`src/rtl/fp_addsub_pipe.sv`:
```
// Three-stage pipelined floating-point add/sub (align, add, normalise/round) with valid/ready flow control.
// Define FP_ADDSUB_SPECIAL_EN to decode all-ones exponents as IEEE Inf/NaN; otherwise they are ordinary finite values.
module fp_addsub_pipe #(
  parameter  int EXP_W = 8,
  parameter  int MAN_W = 23,
  localparam int W     = 1 + EXP_W + MAN_W
) (
  input  logic         clk,
  input  logic         rst,
  input  logic         in_valid,
  output logic         in_ready,
  input  logic         in_op,
  input  logic [W-1:0] in_a,
  input  logic [W-1:0] in_b,
  output logic         out_valid,
  input  logic         out_ready,
  output logic [W-1:0] out_f,
  output logic         out_ovf,
  output logic         out_unf
);
  localparam int MW = MAN_W + 4;   // hidden + fraction + guard/round/sticky
  localparam int XW = EXP_W + 2;
  localparam logic [EXP_W-1:0]        DMAX = EXP_W'(MAN_W + 2);
  localparam logic signed [XW-1:0]    EOVF = XW'((1 << EXP_W) - 1);
  localparam logic [W-1:0]            QNAN = {1'b0, {EXP_W{1'b1}}, 1'b1, {(MAN_W-1){1'b0}}};

  typedef struct packed {
    logic             sx;
    logic             zs;
    logic             sub;
    logic [EXP_W-1:0] ex;
    logic [MW-1:0]    mx;
    logic [MW-1:0]    my;
    logic             spec;
    logic [W-1:0]     spec_f;
  } s1_t;

  typedef struct packed {
    logic             sx;
    logic             zs;
    logic [EXP_W-1:0] ex;
    logic [MW:0]      sum;
    logic             spec;
    logic [W-1:0]     spec_f;
  } s2_t;

  s1_t s1_d, s1_q;
  s2_t s2_d, s2_q;
  logic [3:1] vld_q;
  logic       en1, en2, en3;
  logic [W-1:0] out_f_d, out_f_q;
  logic         out_ovf_d, out_ovf_q, out_unf_d, out_unf_q;

  // Each stage can load when it is empty or its contents leave this cycle.
  assign en3       = ~vld_q[3] | out_ready;
  assign en2       = ~vld_q[2] | en3;
  assign en1       = ~vld_q[1] | en2;
  assign in_ready  = en1;
  assign out_valid = vld_q[3];
  assign out_f     = out_f_q;
  assign out_ovf   = out_ovf_q;
  assign out_unf   = out_unf_q;

  // Stage 1: flush denormals, order by magnitude, align the smaller operand.
  logic             sa, sb, swap, sx, sy;
  logic [EXP_W-1:0] ea, eb, ex, ey, dexp;
  logic [MAN_W-1:0] fa, fb, fx, fy;
  logic [MW-1:0]    yfull, ysh;
  always_comb begin
    s1_d  = '0;
    sa    = in_a[W-1];
    sb    = in_b[W-1] ^ in_op;
    ea    = in_a[W-2:MAN_W];
    eb    = in_b[W-2:MAN_W];
    fa    = (ea == '0) ? '0 : in_a[MAN_W-1:0];
    fb    = (eb == '0) ? '0 : in_b[MAN_W-1:0];
    swap  = {eb, fb} > {ea, fa};
    sx    = swap ? sb : sa;
    sy    = swap ? sa : sb;
    ex    = swap ? eb : ea;
    ey    = swap ? ea : eb;
    fx    = swap ? fb : fa;
    fy    = swap ? fa : fb;
    dexp  = ex - ey;
    yfull = {(ey != '0), fy, 3'b000};
    if (dexp > DMAX) begin
      ysh = {{(MW-1){1'b0}}, (yfull != '0)};
    end else begin
      ysh = yfull >> dexp;
      if (((yfull >> dexp) << dexp) != yfull) ysh[0] = 1'b1;
    end
    s1_d.sx  = sx;
    s1_d.zs  = sx & sy;
    s1_d.sub = sx ^ sy;
    s1_d.ex  = ex;
    s1_d.mx  = {(ex != '0), fx, 3'b000};
    s1_d.my  = ysh;
`ifdef FP_ADDSUB_SPECIAL_EN
    begin
      logic a_inf, a_nan, b_inf, b_nan;
      a_nan = (ea == '1) && (in_a[MAN_W-1:0] != '0);
      b_nan = (eb == '1) && (in_b[MAN_W-1:0] != '0);
      a_inf = (ea == '1) && (in_a[MAN_W-1:0] == '0);
      b_inf = (eb == '1) && (in_b[MAN_W-1:0] == '0);
      s1_d.spec   = a_nan | b_nan | a_inf | b_inf;
      s1_d.spec_f = QNAN;
      if (a_nan | b_nan)       s1_d.spec_f = QNAN;
      else if (a_inf & b_inf)  s1_d.spec_f = (sa == sb) ? {sa, {EXP_W{1'b1}}, {MAN_W{1'b0}}} : QNAN;
      else if (a_inf)          s1_d.spec_f = {sa, {EXP_W{1'b1}}, {MAN_W{1'b0}}};
      else if (b_inf)          s1_d.spec_f = {sb, {EXP_W{1'b1}}, {MAN_W{1'b0}}};
    end
`else
    s1_d.spec   = 1'b0;
    s1_d.spec_f = '0;
`endif
  end

  // Stage 2: magnitude add/subtract; after the swap the difference is never negative.
  always_comb begin
    s2_d        = '0;
    s2_d.sx     = s1_q.sx;
    s2_d.zs     = s1_q.zs;
    s2_d.ex     = s1_q.ex;
    s2_d.sum    = s1_q.sub ? ({1'b0, s1_q.mx} - {1'b0, s1_q.my})
                           : ({1'b0, s1_q.mx} + {1'b0, s1_q.my});
    s2_d.spec   = s1_q.spec;
    s2_d.spec_f = s1_q.spec_f;
  end

  // Stage 3: normalise, round to nearest even, then saturate or flush.
  logic [XW-1:0]    lz, e;
  logic [MW-1:0]    norm;
  logic [MAN_W+1:0] rnd;
  logic             up, found;
  always_comb begin
    lz    = '0;
    found = 1'b0;
    for (int i = MW-1; i >= 0; i--) begin
      if (!found) begin
        if (s2_q.sum[i]) found = 1'b1;
        else             lz    = lz + 1'b1;
      end
    end
    if (s2_q.sum[MW]) begin
      norm = {s2_q.sum[MW:2], s2_q.sum[1] | s2_q.sum[0]};
      e    = {2'b00, s2_q.ex} + 1'b1;
    end else begin
      norm = s2_q.sum[MW-1:0] << lz;
      e    = {2'b00, s2_q.ex} - lz;
    end
    up  = norm[2] & (norm[1] | norm[0] | norm[3]);
    rnd = {1'b0, norm[MW-1:3]} + {{(MAN_W+1){1'b0}}, up};
    if (rnd[MAN_W+1]) e = e + 1'b1;
    out_f_d   = {s2_q.sx, e[EXP_W-1:0], rnd[MAN_W+1] ? rnd[MAN_W:1] : rnd[MAN_W-1:0]};
    out_ovf_d = 1'b0;
    out_unf_d = 1'b0;
    if (s2_q.spec) begin
      out_f_d = s2_q.spec_f;
    end else if (s2_q.sum == '0) begin
      out_f_d = {s2_q.zs, {(W-1){1'b0}}};
    end else if ($signed(e) >= EOVF) begin
      out_f_d   = {s2_q.sx, {EXP_W{1'b1}}, {MAN_W{1'b0}}};
      out_ovf_d = 1'b1;
    end else if (e[XW-1] || (e == '0)) begin
      out_f_d   = '0;
      out_unf_d = 1'b1;
    end
  end

  always_ff @(posedge clk) begin
    if (rst) begin
      vld_q     <= '0;
      out_f_q   <= '0;
      out_ovf_q <= 1'b0;
      out_unf_q <= 1'b0;
    end else begin
      if (en1) vld_q[1] <= in_valid;
      if (en2) vld_q[2] <= vld_q[1];
      if (en3) vld_q[3] <= vld_q[2];
      if (en3 & vld_q[2]) begin
        out_f_q   <= out_f_d;
        out_ovf_q <= out_ovf_d;
        out_unf_q <= out_unf_d;
      end
    end
  end

  always_ff @(posedge clk) begin
    if (en1 & in_valid) s1_q <= s1_d;
    if (en2 & vld_q[1]) s2_q <= s2_d;
  end
endmodule

```
`config.mk`:
```
export PLATFORM = sky130hd
export DESIGN_NAME = fp_addsub_pipe
export DESIGN_NICKNAME = d
export VERILOG_FILES = /design/src/rtl/fp_addsub_pipe.sv
export SDC_FILE = /design/constraint.sdc
export NUM_CORES = 1
export LEC_CHECK = 0
export CAP_MARGIN = 20
export CORE_MARGIN = 1
export CORE_UTILIZATION = 60
export CTS_CLUSTER_SIZE = 8
export DETAILED_ROUTE_END_ITERATION = 16
export HOLD_SLACK_MARGIN = 0.03
export PLACE_DENSITY = 0.8
export SLEW_MARGIN = 10
export SYNTH_ARGS = -nofsm -noshare
export SYNTH_HDL_FRONTEND = slang
export SYNTH_SLANG_ARGS = --single-unit
```
`constraint.sdc`:
```
create_clock -name clk -period 25.2 [get_ports clk]
set_clock_uncertainty 0.05 [all_clocks]
set_input_delay 5.04 -clock clk [delete_from_list [all_inputs] [get_ports clk]]
set_output_delay 5.04 -clock clk [all_outputs]
set_load 0.02 [all_outputs]
```
* Yosys cells after proc, flatten, opt, wreduce, memory -nomap -nowiden *
Cells that the tools add are included.

storage, ports and cells
  output and inout bits = 36
  input bits = 69
  word-level logic and storage cells = 208
  register bits after elaboration = 137

operators by class
  shifts and indexed selects = 3
  muxes and demuxes = 127
  eq/ne operators = 1
  order comparisons = 3
  bitwise logic cells = 16
  reduce and logical (&&, ||, !) cells = 8
  add/sub/neg operators = 33

operators with widths
  kind                                                                number
  2-to-1 mux 10 bit                                                   54
  adder 10 x 1 -> 10 bit, second input constant                       27
  2-to-1 mux 23 bit                                                   5
  2-to-1 mux 32 bit                                                   3
  2-to-1 mux 1 bit                                                    61
  > comparator 31 bit                                                 1
  adder 27 x 27 -> 28 bit                                             1
  zero test 28 bit                                                    1
  2-to-1 mux 28 bit                                                   1
  subtractor 27 x 27 -> 28 bit                                        1
  2-to-1 mux 27 bit                                                   1
  != test 27 bit                                                      1
  << shifter 27 x 10 -> 27 bit                                        1
  << shifter 27 x 8 -> 27 bit                                         1
  >> shifter 27 x 8 -> 27 bit                                         1
  adder 24 x 1 -> 25 bit                                              1
  nonzero test 24 bit                                                 1
  zero test 8 bit                                                     2
  2-to-1 mux 8 bit                                                    2
  nonzero test 8 bit                                                  2
  greater-or-equal comparator 10 x 9 -> 1 bit, second input constant  1
  zero test 10 bit                                                    1
  subtractor 8 x 10 -> 10 bit                                         1
  adder 8 x 1 -> 9 bit, second input constant                         1
  other kinds (7)                                                     19

* Depth between registers and ports, before layout *
  word-level depth = 91
  mapped depth = 107

* Worst setup path after synthesis *
Ideal clock, no wire load.

  path kind = reg-to-reg
  start point = register s2_q[58] in the netlist's numbering
  end point = register out_f_q[10] (netlist: out_f[10])
  setup time = 0.117 ns
  arrival time = 18.295 ns
  data required time = 25.033 ns
  path slack = 6.738 ns
  stages on the path, launching flop included = 104
  path through = edfxtp_1 -> or4_4 -> buf_6 -> and2_1 -> ha_1 -> mux2_2 -> o31a_1 -> ha_1 -> nand2_1 -> nand2_1 -> ha_1 -> nand2b_1 -> a31oi_1 -> ha_1 -> mux2i_1 -> o21ai_0 -> inv_1 -> o21ai_0 -> [... 68 more ...] -> buf_2 -> buf_2 -> ha_1 -> a21o_1 -> a21oi_1 -> o21bai_1 -> a21oi_1 -> xnor2_1 -> nor2_1 -> a21oi_1 -> inv_1 -> nor2_1 -> nand3_1 -> or4_1 -> a222oi_1 -> nor2_2 -> buf_6 -> a32o_1

between the ends
  longest elaborated chain between the ends = 89
  elaborated cells between the ends (all ways) = 121
  classes of those cells = add/sub (28); order compare (1); shift (1); mux (85); bitwise (3); reduce/logical (3)

RTL lines
  item                                                             line  source
  start: declaration                                               48    s2_t s2_d, s2_q;
  start signal: assignment                                         190   if (en2 & vld_q[1]) s2_q <= s2_d;
  branches (longest 88 deep; another with adder 10 x 1 -> 10 bit)  -
  2-to-1 mux 32 bit (*)                                            159   end else if (s2_q.sum == '0) begin
  end signal: assignment                                           181   out_f_q <= out_f_d;
  end: declaration                                                 51    logic [W-1:0] out_f_d, out_f_q;

Mark *: on every way between the ends.
A chain may end at the register's enable or synchronous reset.

* Worst setup path in the final report *
  start point = register s2_q[57] in the netlist's numbering
  end point = register out_f_q[10] (netlist: out_f[10])

between the ends
  longest elaborated chain between the ends = 86
  elaborated cells between the ends (all ways) = 117
  classes of those cells = add/sub (27); order compare (1); shift (1); mux (82); bitwise (3); reduce/logical (3)

RTL lines
  item                                                             line
  branches (longest 85 deep; another with adder 10 x 1 -> 10 bit)  -
  2-to-1 mux 32 bit (*)                                            159

Marked as above.

==> metrics.cfg <==
[floorplan]
core-area_um2 = 30700
die_x_um = 179
ioPinCount = 105
dieHeight_um = 179
fp.dieArea_um2 = 31900
num_rows = 64
initial_utilization_pct = 61.0

[synthesis]
synth-compound-area-share_pct = 24.2
synth_largest_area_cell = edfxtp_1
muxShareOfSynthArea_pct = 11.4
syn_area_per_cell_um2 = 7.76
yosys.area_share.simple_pct = 22.7
synth_top_area_share_pct = 16.1
synth_cell_types = 106
yosys_warnings = 0
syn_nets = 2597
synthAdderAreaFrac_pct = 8.31
synth_edf_count = 100
synth_top_family_by_area = compound AO/OA/AOI/OAI gates
seq_area_frac_synth_pct = 20.0
synthXorXnorAreaFrac_pct = 7.79
synth-seq-cells = 137
synthCells = 2409
synth_area_leaders = edfxtp_1 (16%), ha_1 (7.8%), nand2_1 (6.1%)
synthFlopType = edfxtp_1
synthesis.area_um2 = 18700
async_reset_ff_share_pct = 0

[clocking]
cts_htree_levels = 4
post_cts_buffers = 0
cts_tree = done
clk_pin_slew_ps = 70
cts_hold_buffers = 0
cts_root_buf = clkbuf_16
cts_resized = 0
numCtsBuffers = 17
clk-insertion-delay-late_ps = 450
cts_max_path_buffers = 2
cts.sinks = 137

[worst_setup_path]
crit_buf_inv = 4
crit_path_end_kind = flip-flop
path_common_cell = ha_1
crit_path_max_fanout = 27
slowest_stage = inv_1
slowest_delay_ps = 720
arrival_ps = 21150
r2r_setup_slack_ps = 4330
cp_top_family = adder cells
cp-start-kind = flip-flop
crit_type = reg -> reg
worstPathRequired_ps = 25480

[sta]
setup_violations = 0
drv_slew = 0
hold_violations = 0
rsz0062_at_grt = false
tightest_slew_ps = 1150
tns_ps = 0
finalCritPeriodShare_pct = 82.8
layout_setup_ws_ps = 4330
fin_crit_ps = 20870
timing.fmax_mhz = 47.9
slew-limit-headroom_pct = 23.3

[global_route]
grt_max_degree = 87
grtUsageTotal_pct = 38.4
antenna_found_initial = 5
grt_pass1_wl_mm = 94.7
grt-ovfl-total = 0
grt_pass1_vias = 17900

[power_and_ir_drop]
power.density_nw_per_um2 = 58.6
totalPowerFinal_mw = 1.20
power.leakage_nw = 8.23
vdd_drop_max_mv = 0.0578

[placed_design]
dpl_worst_slack_ps = 4550
port_buffers = 104
place.gp.congestion = 1.04
placed_cells = 2799
hpwl_mm = 48.5

[final_layout]
layout.cells.most_common = nand2_1
final_cell_mix = nand2_1 (305), nor2_1 (204), a21oi_1 (167)
fin_nets = 2611
syn2layout_area_growth_pct = 9.84
drive_gt1_share_pct = 8.00
instances_no_fill = 2837

[job]
max_cap_violations = 0

[hold_path]
min_path_type = reg -> reg

[status]
outcome = finished, final reports clean

[detailed_routing]
routedWlPerCell_um = 21.9
ant_nets = 0
drc = 0
drtIter0Drc = 2086
wirelength_mm = 62.2
drtPass1Iterations = 6
vias = 19200
vias_per_cell = 6.78

==> Yosys cell counts (25+ instances only) <==
master and count:
a21o_1 33, mux2_2 43, xnor2_1 83, mux2i_1 100, ha_1 117, o21ai_0 154
nor2_1 204, nand2_1 305, o21bai_1 44, nand3_1 110, dfxtp_1 37, nor3_1 59
inv_1 125, a21oi_1 167, nand4_1 25, and3_1 25, mux4_2 28, edfxtp_1 100
clkbuf_1 98, xor2_1 43
==> final cells by class <==
type                       instances  area (um^2)
multi-input combinational       2008        14000
fill                            2602        10100
sequential                       137         3740
timing repair buffer             128         1240
tap                              396          495
inverter                         131          492
clock buffer                      17          425
clock inverter                    15          155
antenna                            5         12.5
==> worst paths after layout <==
path / from / endpoint / cells past startpoint
worst max-delay path: s2_q[57]$_DFFE_PP_ / out_f[10]$_SDFFE_PP0P_ / 95
worst min-delay path: s1_q[88]$_DFFE_PP_ / s2_q[62]$_DFFE_PP_ / 0
worst max register to register: s2_q[57]$_DFFE_PP_ / out_f[10]$_SDFFE_PP0P_ / 95
worst min register to register: s1_q[88]$_DFFE_PP_ / s2_q[62]$_DFFE_PP_ / 0
==> power breakdown <==
group          internal, mW  leakage, nW  switching (mW)
clock network         0.140        0.292           0.110
logic                 0.242         6.68           0.401
registers             0.277         1.26          0.0364
==> routing by layer <==
layer  vias to the layer above  wire length (um)  GRT usage, %
li1                       8927                 -             -
met1                      9021             24100          45.8
met5                         -                 0             0
met4                         0              3570          24.3
met2                      1056             29800          65.3
met3                       222              4680          4.82
==> stage by stage <==
stage                     hold slack (ps)  area, um^2  utilization [%]
after floorplan                       350       18700                -
after global placement                357       19900             65.0
after detailed placement              357       19900             65.0
after CTS                             363       20500             66.9
after global routing                  368       20500             67.0
final                                 365       20500             67.0
==> sequential cells by signal (all words and copies together), names as in the netlist <==
name and cells:
out_unf 1, out_f 32, s1_q 62, s2_q 38
out_ovf 1, vld_q 3
==> worst register-to-register path: cells and delay by family (launching register included) <==
kind,cells,cell delay [ps]
fa+ha+maj,24,7280
compound gates,33,6340
simple gates,24,3800
mux,9,1630
buf+inv,4,950
flops,1,550
xor+xnor,1,180
==> logic make-up (layout without fill, tap and decap cells) <==
logic type | after synthesis | count (layout)
buffers and inverters | 264 | 291
adder cells (fa/ha/maj) | 124 | 124
flip-flops | 137 | 137
AND/OR/NAND/NOR | 891 | 891
AO/OA/AOI/OAI | 678 | 678
other | 0 | 5
XOR/XNOR | 143 | 143
multiplexers | 172 | 172
No activity file was read; power rests on OpenSTA's default activity.
